**config.mk**
```make
export PLATFORM = sky130hd
export DESIGN_NAME = game_monitor
export DESIGN_NICKNAME = d
export VERILOG_FILES = /design/src/rtl/game_monitor.sv
export SDC_FILE = /design/constraint.sdc
export NUM_CORES = 1
export LEC_CHECK = 0
export CAP_MARGIN = 20
export CELL_PAD_IN_SITES_DETAIL_PLACEMENT = 0
export CELL_PAD_IN_SITES_GLOBAL_PLACEMENT = 1
export CORE_MARGIN = 4
export CORE_UTILIZATION = 30
export DETAILED_ROUTE_END_ITERATION = 10
export PLACE_DENSITY_LB_ADDON = 0.1
export SYNTH_ARGS = -nofsm -noshare
export SYNTH_HDL_FRONTEND = slang
export SYNTH_SLANG_ARGS = --single-unit
```
**constraint.sdc**
```tcl
create_clock -name clkgame -period 4.86 [get_ports clkgame]
set_input_delay 0.972 -clock clkgame [delete_from_list [all_inputs] [get_ports clkgame]]
set_output_delay 0.972 -clock clkgame [all_outputs]
set_load 0.05 [all_outputs]
```
**src/rtl/game_monitor.sv**
```systemverilog
`default_nettype none
// ============================================================================
// Module      : game_monitor
// Description : Game-rule controller. Checks the bird against the bar grid
//               produced by the environment, scores bars passed, advances the
//               level when the bird reaches the win line, and drives the
//               environment's pause/level inputs plus a bird respawn pulse.
// Ports       :
//    clkgame     in   1   game clock (same domain as the environment clock)
//    rst_n       in   1   asynchronous active-low reset
//    start       in   1   single-cycle debounced button pulse
//    bird_x      in  10   bird left edge
//    bird_y      in  10   bird top edge
//    bar_pos_bus in  80   bar k top-of-opening in bits [10k+9:10k]
//    bar_op_bus  in  80   bar k opening height, same packing
//    pause       out  1   freeze the environment
//    level       out 10   current level (1..1023)
//    score       out  8   bars passed, saturating at 255
//    game_over   out  1   high while in OVER
//    respawn     out  1   one-cycle pulse to re-home the bird
// Revision    : 1.0 - initial release
// ============================================================================
module game_monitor #(
   parameter int unsigned BAR_X0      = 80,
   parameter int unsigned BAR_PITCH   = 80,
   parameter int unsigned BAR_W       = 20,
   parameter int unsigned BIRD_W      = 16,
   parameter int unsigned BIRD_H      = 16,
   parameter int unsigned SCREEN_H    = 480,
   parameter int unsigned WIN_X       = 600,
   parameter logic [7:0]  ACTIVE_MASK = 8'b0111_1110
) (
   input  logic        clkgame,
   input  logic        rst_n,
   input  logic        start,
   input  logic [9:0]  bird_x,
   input  logic [9:0]  bird_y,
   input  logic [79:0] bar_pos_bus,
   input  logic [79:0] bar_op_bus,
   output logic        pause,
   output logic [9:0]  level,
   output logic [7:0]  score,
   output logic        game_over,
   output logic        respawn
);

   localparam logic [1:0] c_ST_IDLE  = 2'd0;
   localparam logic [1:0] c_ST_PLAY  = 2'd1;
   localparam logic [1:0] c_ST_CLEAR = 2'd2;
   localparam logic [1:0] c_ST_OVER  = 2'd3;

   logic [1:0]  r_state;
   logic [1:0]  w_state_nxt;
   logic        r_pause;
   logic [9:0]  r_level;
   logic [7:0]  r_score;
   logic        r_game_over;
   logic        r_respawn;
   logic [7:0]  r_passed;
   logic        r_hit;
   logic        r_win;

   logic [11:0] w_bx;
   logic [11:0] w_by;
   logic [7:0]  w_overlap;
   logic [7:0]  w_safe;
   logic [7:0]  w_cross;
   logic        w_floor;
   logic        w_hit_c;
   logic        w_win_c;
   logic        w_in_play;
   logic [7:0]  w_new;
   logic [3:0]  w_new_cnt;
   logic [8:0]  w_score_sum;
   logic [7:0]  w_score_sat;
   logic [9:0]  w_level_inc;
   logic        w_enter_clear;
   logic        w_enter_idle;

   // All geometry is evaluated in 12 bits so sums such as pos+op never wrap.
   assign w_bx = {2'b00, bird_x};
   assign w_by = {2'b00, bird_y};

   generate
      for (genvar k = 0; k < 8; k++) begin : g_bar
         localparam logic [11:0] c_LEFT  = 12'(BAR_X0 + k * BAR_PITCH);
         localparam logic [11:0] c_RIGHT = 12'(BAR_X0 + k * BAR_PITCH + BAR_W);

         logic [11:0] w_pos;
         logic [11:0] w_gap_end;

         assign w_pos       = {2'b00, bar_pos_bus[10*k +: 10]};
         assign w_gap_end   = w_pos + {2'b00, bar_op_bus[10*k +: 10]};
         assign w_overlap[k] = (w_bx + 12'(BIRD_W) > c_LEFT) && (w_bx < c_RIGHT);
         assign w_safe[k]    = (w_by >= w_pos) && (w_by + 12'(BIRD_H) <= w_gap_end);
         assign w_cross[k]   = (w_bx >= c_RIGHT);
      end
   endgenerate

   assign w_floor   = (w_by + 12'(BIRD_H) > 12'(SCREEN_H));
   assign w_hit_c   = w_floor || (|(ACTIVE_MASK & w_overlap & ~w_safe));
   assign w_win_c   = (w_bx >= 12'(WIN_X));
   assign w_in_play = (r_state == c_ST_PLAY);

   // Bars crossed for the first time this cycle; nothing scores on a hit.
   assign w_new = (w_in_play && !w_hit_c) ? (ACTIVE_MASK & w_cross & ~r_passed) : 8'h00;

   always_comb begin
      w_new_cnt = 4'd0;
      for (int i = 0; i < 8; i++) begin
         w_new_cnt = w_new_cnt + {3'b000, w_new[i]};
      end
   end

   assign w_score_sum = {1'b0, r_score} + {5'b00000, w_new_cnt};
   assign w_score_sat = w_score_sum[8] ? 8'hFF : w_score_sum[7:0];

   // Level 0 is reserved, so the counter wraps from 1023 back to 1.
   assign w_level_inc = (r_level == 10'd1023) ? 10'd1 : (r_level + 10'd1);

   always_comb begin
      w_state_nxt = r_state;
      case (r_state)
         c_ST_IDLE:  if (start) w_state_nxt = c_ST_PLAY;
         c_ST_PLAY: begin
            // A collision takes precedence over reaching the win line.
            if (r_hit)      w_state_nxt = c_ST_OVER;
            else if (r_win) w_state_nxt = c_ST_CLEAR;
         end
         c_ST_CLEAR: if (start) w_state_nxt = c_ST_PLAY;
         c_ST_OVER:  if (start) w_state_nxt = c_ST_IDLE;
         default:    w_state_nxt = c_ST_IDLE;
      endcase
   end

   assign w_enter_clear = (r_state == c_ST_PLAY) && (w_state_nxt == c_ST_CLEAR);
   assign w_enter_idle  = (r_state == c_ST_OVER) && (w_state_nxt == c_ST_IDLE);

   always_ff @(posedge clkgame or negedge rst_n) begin
      if (!rst_n) begin
         r_state     <= c_ST_IDLE;
         r_pause     <= 1'b1;
         r_level     <= 10'd1;
         r_score     <= 8'd0;
         r_game_over <= 1'b0;
         r_respawn   <= 1'b0;
         r_passed    <= 8'h00;
         r_hit       <= 1'b0;
         r_win       <= 1'b0;
      end else begin
         r_state     <= w_state_nxt;
         r_pause     <= (w_state_nxt != c_ST_PLAY);
         r_game_over <= (w_state_nxt == c_ST_OVER);
         r_respawn   <= w_enter_clear || w_enter_idle;
         r_hit       <= w_in_play && w_hit_c;
         r_win       <= w_in_play && w_win_c;

         if (w_enter_idle) begin
            r_level  <= 10'd1;
            r_score  <= 8'd0;
            r_passed <= 8'h00;
         end else begin
            r_score <= w_score_sat;
            if (w_enter_clear) begin
               r_level  <= w_level_inc;
               r_passed <= 8'h00;
            end else begin
               r_passed <= r_passed | w_new;
            end
         end
      end
   end

   assign pause     = r_pause;
   assign level     = r_level;
   assign score     = r_score;
   assign game_over = r_game_over;
   assign respawn   = r_respawn;

endmodule
`default_nettype wire

```
==> summary.json, run 1 <==
{
  "clocking": {
    "root_buffer": "clkbuf_16",
    "cts-root-to-sink-buffers": 2,
    "clock_latency_ps": 270,
    "cts-htree-levels": 2,
    "cts.clk_slew.worst_paths_ps": 50,
    "numCtsBuffers": 5,
    "clkSinkCount": 31,
    "cts_tree": "yes"
  },
  "synthesis": {
    "synth-edff-count": 0,
    "syn_avg_cell_area_um2": 8.43,
    "synth_ff_type": "dfrtp_1",
    "asyncSetResetFlopFracSynth": 1.00,
    "synth_top_cell_by_area": "ha_1",
    "synth.top_cells.by_count": "ha_1 (199), inv_1 (100), a21oi_1 (74)",
    "synth_fp_nets": 1251,
    "synth_top_cell_area_share": 0.344,
    "post_synthesis_sequential_area_ratio": 0.108,
    "library_cell_with_the_highest_instance_count_after_synthesis": "ha_1",
    "synth.cell_area_um2": 7240,
    "synth-seq-cells": 31,
    "post_synth_main_area_contributors": "ha_1 (34%), dfrtp_1 (10%), a21o_1 (6.6%)",
    "yosys_warnings": 0,
    "post_synth_num_cell_types": 69,
    "postSynthCellCount": 859
  },
  "outcome": {
    "run_status": "finished with violations",
    "violations": "setup timing"
  },
  "floorplanning": {
    "core_um2": 23600,
    "chipHeight_um": 163,
    "fp-row-count": 56,
    "boundaryPins": 204,
    "die_w_um": 163,
    "floorplan.die_area_um2": 26700,
    "initial_utilization": 0.307
  },
  "job": {
    "maxCapViolations": 0
  },
  "worst_setup_path": {
    "timing.critical_path.to_type": "register",
    "crit_path_arrival_time_ps": 6800,
    "critPathSlowestCell": "clkdlybuf4s50_1",
    "critPathMaxFanout": 5,
    "cpMostUsedCell": "a21oi_2",
    "max_stage_delay_ps": 430,
    "worstSetupStartpointType": "primary input",
    "timing_worst_setup_path_type": "in -> reg",
    "critical_path_required_ps": 5050
  },
  "timing": {
    "post-route-worst-setup-slack_ps": -1750,
    "slew_viol_final": 0,
    "final_hold_viol_count": 0,
    "fmax_mhz": 151,
    "finClkSkew_ps": 4.17,
    "timing.final.setup_violations": 8,
    "timing_worst_slew_pin_value_ps": 526,
    "final.period_utilization": 1.36,
    "rsz_0062_raised_after_global_routing": "yes",
    "maxSlewHeadroom": 0.649,
    "layout_min_cycle_time_ps": 6610
  },
  "cells_and_area": {
    "antenna_cells_inserted": 0,
    "design_area_um2": 11900,
    "layout.cells.non_filler": 1613,
    "layout-area-overhead-vs-synth_pct": 63.7,
    "final_nets": 1685,
    "drive_above_1_share": 0.327
  },
  "global_route": {
    "global_route_met3_usage": 0.0114,
    "grt_antenna_before_repair": 0,
    "grt_start_max_net_pins": 32,
    "via_count_of_the_first_global_routing_pass": 7497,
    "global_route.overflow_total": 0,
    "gr-usage-met2": 0.306,
    "grt_util_all_layers": 0.172,
    "grt-busiest-layer": "met2",
    "groute.layer.met1.usage": 0.235,
    "grt_first_pass_wirelength_mm": 37.4
  },
  "placed_design": {
    "place.gp.congestion": 0.831,
    "place.detailed.hpwl_mm": 20.1,
    "postPlaceCellArea_um2": 11000,
    "post-place-cells": 1562,
    "numPortBuffers": 163
  },
  "route": {
    "first_drt_pass_iteration_count": 4,
    "wire_per_inst_um": 14.6,
    "drc_marker_count_from_the_first_detailed_route_iteration": 246,
    "routed-via-count": 7649,
    "wirelength_mm": 23.6,
    "post-route-drc-count": 0,
    "detail-route-antenna-nets": 0,
    "routed_via_density": 4.74
  },
  "power": {
    "powerDensity_nw_per_um2": 201,
    "peakVddDrop_v": 0.000179,
    "power.leakage_nw": 6.11
  },
  "min_path": {
    "holdCritPathClass": "reg -> reg"
  }
}
-- report_power, final --
part,switching [mW],internal (mW),leakage (nW)
Combinational,0.838,0.851,5.62
Clock,0.105,0.203,0.0739
Sequential,0.0512,0.333,0.407
-- path summary, 6_finish.rpt --
check	start	endpoint	slack, ps	cells after the start
max	bar_pos_bus[31]	score[0]$_DFF_PN0_	-1750	31
min	r_passed[6]$_DFF_PN0_	r_passed[6]$_DFF_PN0_	490	1
max reg2reg	r_state[1]$_DFF_PN0_	score[0]$_DFF_PN0_	880	15
min reg2reg	r_passed[6]$_DFF_PN0_	r_passed[6]$_DFF_PN0_	490	1
max in group asynchronous	rst_n	level[0]$_DFFE_PN1P_	3420	2
min in group asynchronous	rst_n	r_passed[4]$_DFF_PN0_	1110	2
-- logic make-up after synthesis --
logic type / synth area share
AO/OA/AOI/OAI: 0.239
adder cells (fa/ha/maj): 0.372
AND/OR/NAND/NOR: 0.139
buffers and inverters: 0.0600
XOR/XNOR: 0.0785
flip-flops: 0.108
multiplexers: 0.00432
-- registers in the layout, summed over array words and instances (netlist names) --
register / flops
level: 10
score: 8
r_passed: 6
r_state: 2
game_over: 1
pause: 1
r_hit: 1
r_win: 1
respawn: 1
-- routing by layer --
metal  vias to the layer above  share of wire
met5                         -              0
met4                         0         0.0070
met3                        10          0.032
met2                       131           0.49
met1                      3505           0.47
li1                       4003              -
-- what timing repair did --
item                       in CTS  in global routing
cloned                          0                  0
gates resized for setup       130                 73
setup endpoints to repair      10                  8
buffers inserted               37                  7
hold buffers                    0                  0
pin swaps                     129                 89
-- metrics by stage --
stage                     hold WS [ps]  setup WS [ps]  power, mW  TNS [ps]   util
after floorplan                    442          -1790       1.28    -14000      -
after global placement             459          -2590       1.93    -21960  0.466
after detailed placement           466          -2580       1.94    -21920  0.466
after CTS                          480          -1850       2.34    -14540  0.494
after global routing               505          -2080       2.60    -16170  0.502
final                              487          -1750       2.38    -13570  0.502
-- placed cells by master (no fill, tap or decap), types with 16 or more instances in the layout --
cell and n:
clkdlybuf4s50_1 122, o21ai_0 27, nor2_1 18, buf_4 268
xor2_1 25, inv_2 19, nand2_1 39, a21oi_2 28
dlygate4sd2_1 16, inv_1 81, nand3_1 16, o21ai_1 18
ha_1 184, dfrtp_1 29, a21oi_1 45, a21o_1 64
xnor2_1 35
-- area by class of cell --
class,count,area (um^2)
clock inverter,1,5.00
fill,2307,11800
timing repair buffer,435,3650
sequential,31,778
tap,319,399
multi-input combinational,719,6490
inverter,101,379
clock buffer,7,143
-- critical path: cells and delay by family --
kind                     cells  cell delay [ps]
XOR/XNOR                     1              180
buffers and inverters        4              830
AO/OA/AOI/OAI               13             1730
adder cells (fa/ha/maj)      6             2170
AND/OR/NAND/NOR              7              900
Power figures use the tool's default switching activity.
==> inputs of run 2 (changes only) <==
--- a/config.mk
+++ b/config.mk
@@ -10,8 +10,10 @@
 export CELL_PAD_IN_SITES_GLOBAL_PLACEMENT = 1
 export CORE_MARGIN = 4
 export CORE_UTILIZATION = 30
+export CTS_BUF_LIST = sky130_fd_sc_hd__clkbuf_16
 export DETAILED_ROUTE_END_ITERATION = 10
 export PLACE_DENSITY_LB_ADDON = 0.1
 export SYNTH_ARGS = -nofsm -noshare
 export SYNTH_HDL_FRONTEND = slang
 export SYNTH_SLANG_ARGS = --single-unit
+export TNS_END_PERCENT = 10
==> summary.json, run 2 (synthesis gave the netlist of run 1 again) <==
{
  "clocking": {
    "cts_tree": "yes",
    "cts-htree-levels": 2,
    "clkSinkCount": 31,
    "root_buffer": "clkbuf_16",
    "numCtsBuffers": 5,
    "cts-root-to-sink-buffers": 2,
    "ctsHoldBuffers": 0,
    "cts.clk_slew.worst_paths_ps": 50,
    "clock_latency_ps": 270
  },
  "route": {
    "drc_marker_count_from_the_first_detailed_route_iteration": 253,
    "wire_per_inst_um": 14.7,
    "routed_via_density": 4.72,
    "detail-route-antenna-nets": 0,
    "wirelength_mm": 24.0,
    "routed-via-count": 7700,
    "post-route-drc-count": 0,
    "first_drt_pass_iteration_count": 4
  },
  "placed_design": {
    "place_ws_ps": -2670,
    "place.gp.congestion": 0.835,
    "post-place-cells": 1572,
    "numPortBuffers": 163,
    "place.detailed.hpwl_mm": 20.3
  },
  "floorplanning": {
    "floorplan.die_area_um2": 26700,
    "core_um2": 23600,
    "fp-row-count": 56,
    "boundaryPins": 204,
    "chipHeight_um": 163,
    "die_w_um": 163,
    "initial_utilization": 0.307
  },
  "cells_and_area": {
    "largest_register_ffs": 10,
    "layout.cells.most_common": "buf_4",
    "antenna_cells_inserted": 0,
    "final_nets": 1704,
    "layout.core_utilization": 0.508,
    "layout.cells.non_filler": 1632,
    "layout_common_cells": "buf_4 (286), ha_1 (184), clkdlybuf4s50_1 (131), inv_1 (90), a21o_1 (64)",
    "drive_above_1_share": 0.314,
    "layout-area-overhead-vs-synth_pct": 65.8,
    "filler_cell_count": 2376,
    "layout.area.seq_um2": 778,
    "multiInputGateArea_um2": 6460
  },
  "worst_setup_path": {
    "timing.critical_path.to_type": "register",
    "timing_worst_setup_path_type": "in -> reg",
    "critical_path_required_ps": 4990,
    "worstSetupStartpointType": "primary input",
    "max_stage_delay_ps": 520,
    "critPathMaxFanout": 3,
    "cpMostUsedCell": "buf_4",
    "critPathSlowestCell": "clkdlybuf4s50_1",
    "crit_path_arrival_time_ps": 6910,
    "reg2reg_setup_slack_ps": 790
  },
  "global_route": {
    "grt_start_max_net_pins": 32,
    "global_route.overflow_total": 0,
    "grt_util_all_layers": 0.176,
    "grt_antenna_before_repair": 0,
    "grt_first_pass_wirelength_mm": 38.2,
    "via_count_of_the_first_global_routing_pass": 7774
  },
  "timing": {
    "fmax_mhz": 148,
    "finClkSkew_ps": 4.30,
    "timing_worst_slew_pin_value_ps": 513,
    "timing.final.setup_violations": 10,
    "post-route-worst-setup-slack_ps": -1920,
    "slew_viol_final": 0,
    "rsz_0062_raised_after_global_routing": "yes",
    "layout_min_cycle_time_ps": 6780,
    "maxSlewHeadroom": 0.658,
    "final_hold_viol_count": 0,
    "final.period_utilization": 1.39
  },
  "power": {
    "peakVddDrop_v": 0.000216,
    "total_power_mw": 2.40,
    "powerDensity_nw_per_um2": 200,
    "power.leakage_nw": 6.16
  },
  "job": {
    "maxCapViolations": 0
  },
  "min_path": {
    "holdCritPathClass": "reg -> reg"
  },
  "outcome": {
    "violations": "setup timing",
    "run_status": "finished with violations"
  }
}
==> run 2: worst paths after layout <==
check,start,cells after the start,end
min in group asynchronous,rst_n,2,game_over$_DFF_PN0_
max reg2reg,r_state[1]$_DFF_PN0_,15,score[6]$_DFF_PN0_
max,bar_op_bus[62],31,score[6]$_DFF_PN0_
max in group asynchronous,rst_n,2,level[0]$_DFFE_PN1P_
min,r_passed[4]$_DFF_PN0_,2,r_passed[4]$_DFF_PN0_
min reg2reg,r_passed[4]$_DFF_PN0_,2,r_passed[4]$_DFF_PN0_
==> run 2: repair_timing <==
action | CTS | global route
buffers inserted | 50 | 2
gates cloned | 0 | 0
resized for setup | 121 | 26
endpoints found under the setup margin | 11 | 10
pin swaps | 132 | 30
==> run 2: cell type report <==
type                            instances  share of cell area
Clock inverter                          3            0.000938
Inverter                              101              0.0316
Clock buffer                            5              0.0104
Timing Repair Buffer                  454               0.321
Sequential cell                        31              0.0649
Tap cell                              319              0.0333
Multi-Input combinational cell        719               0.538
==> run 2: critical path, delay by kind of cell <==
family	cells	cell delay, ps
AND/OR/NAND/NOR	9	1500
buffers and inverters	10	1600
XOR/XNOR	1	130
AO/OA/AOI/OAI	5	540
adder cells (fa/ha/maj)	6	2140
==> run 2: through the flow <==
stage,instance area (um^2),setup TNS [ps],hold slack (ps)
after floorplan,7290,-14010,442
after global placement,11100,-22600,458
after detailed placement,11100,-22820,461
after CTS,11900,-15430,472
after global routing,12000,-18530,491
final,12000,-15450,469
==> run 2: power breakdown <==
group	total [mW]	internal, mW	switching [mW]
Combinational	1.73	0.883	0.849
Sequential	0.386	0.333	0.0528
Clock	0.286	0.184	0.102
==> run 2: layer usage <==
metal | share of wire | wire length (um) | vias up | track usage
met5 | 0 | 0 | - | 0
met4 | 0.014 | 337 | 0 | 0.0324
met3 | 0.025 | 602 | 19 | 0.00908
met2 | 0.49 | 11700 | 116 | 0.319
met1 | 0.47 | 11300 | 3508 | 0.233
li1 | - | - | 4057 | -
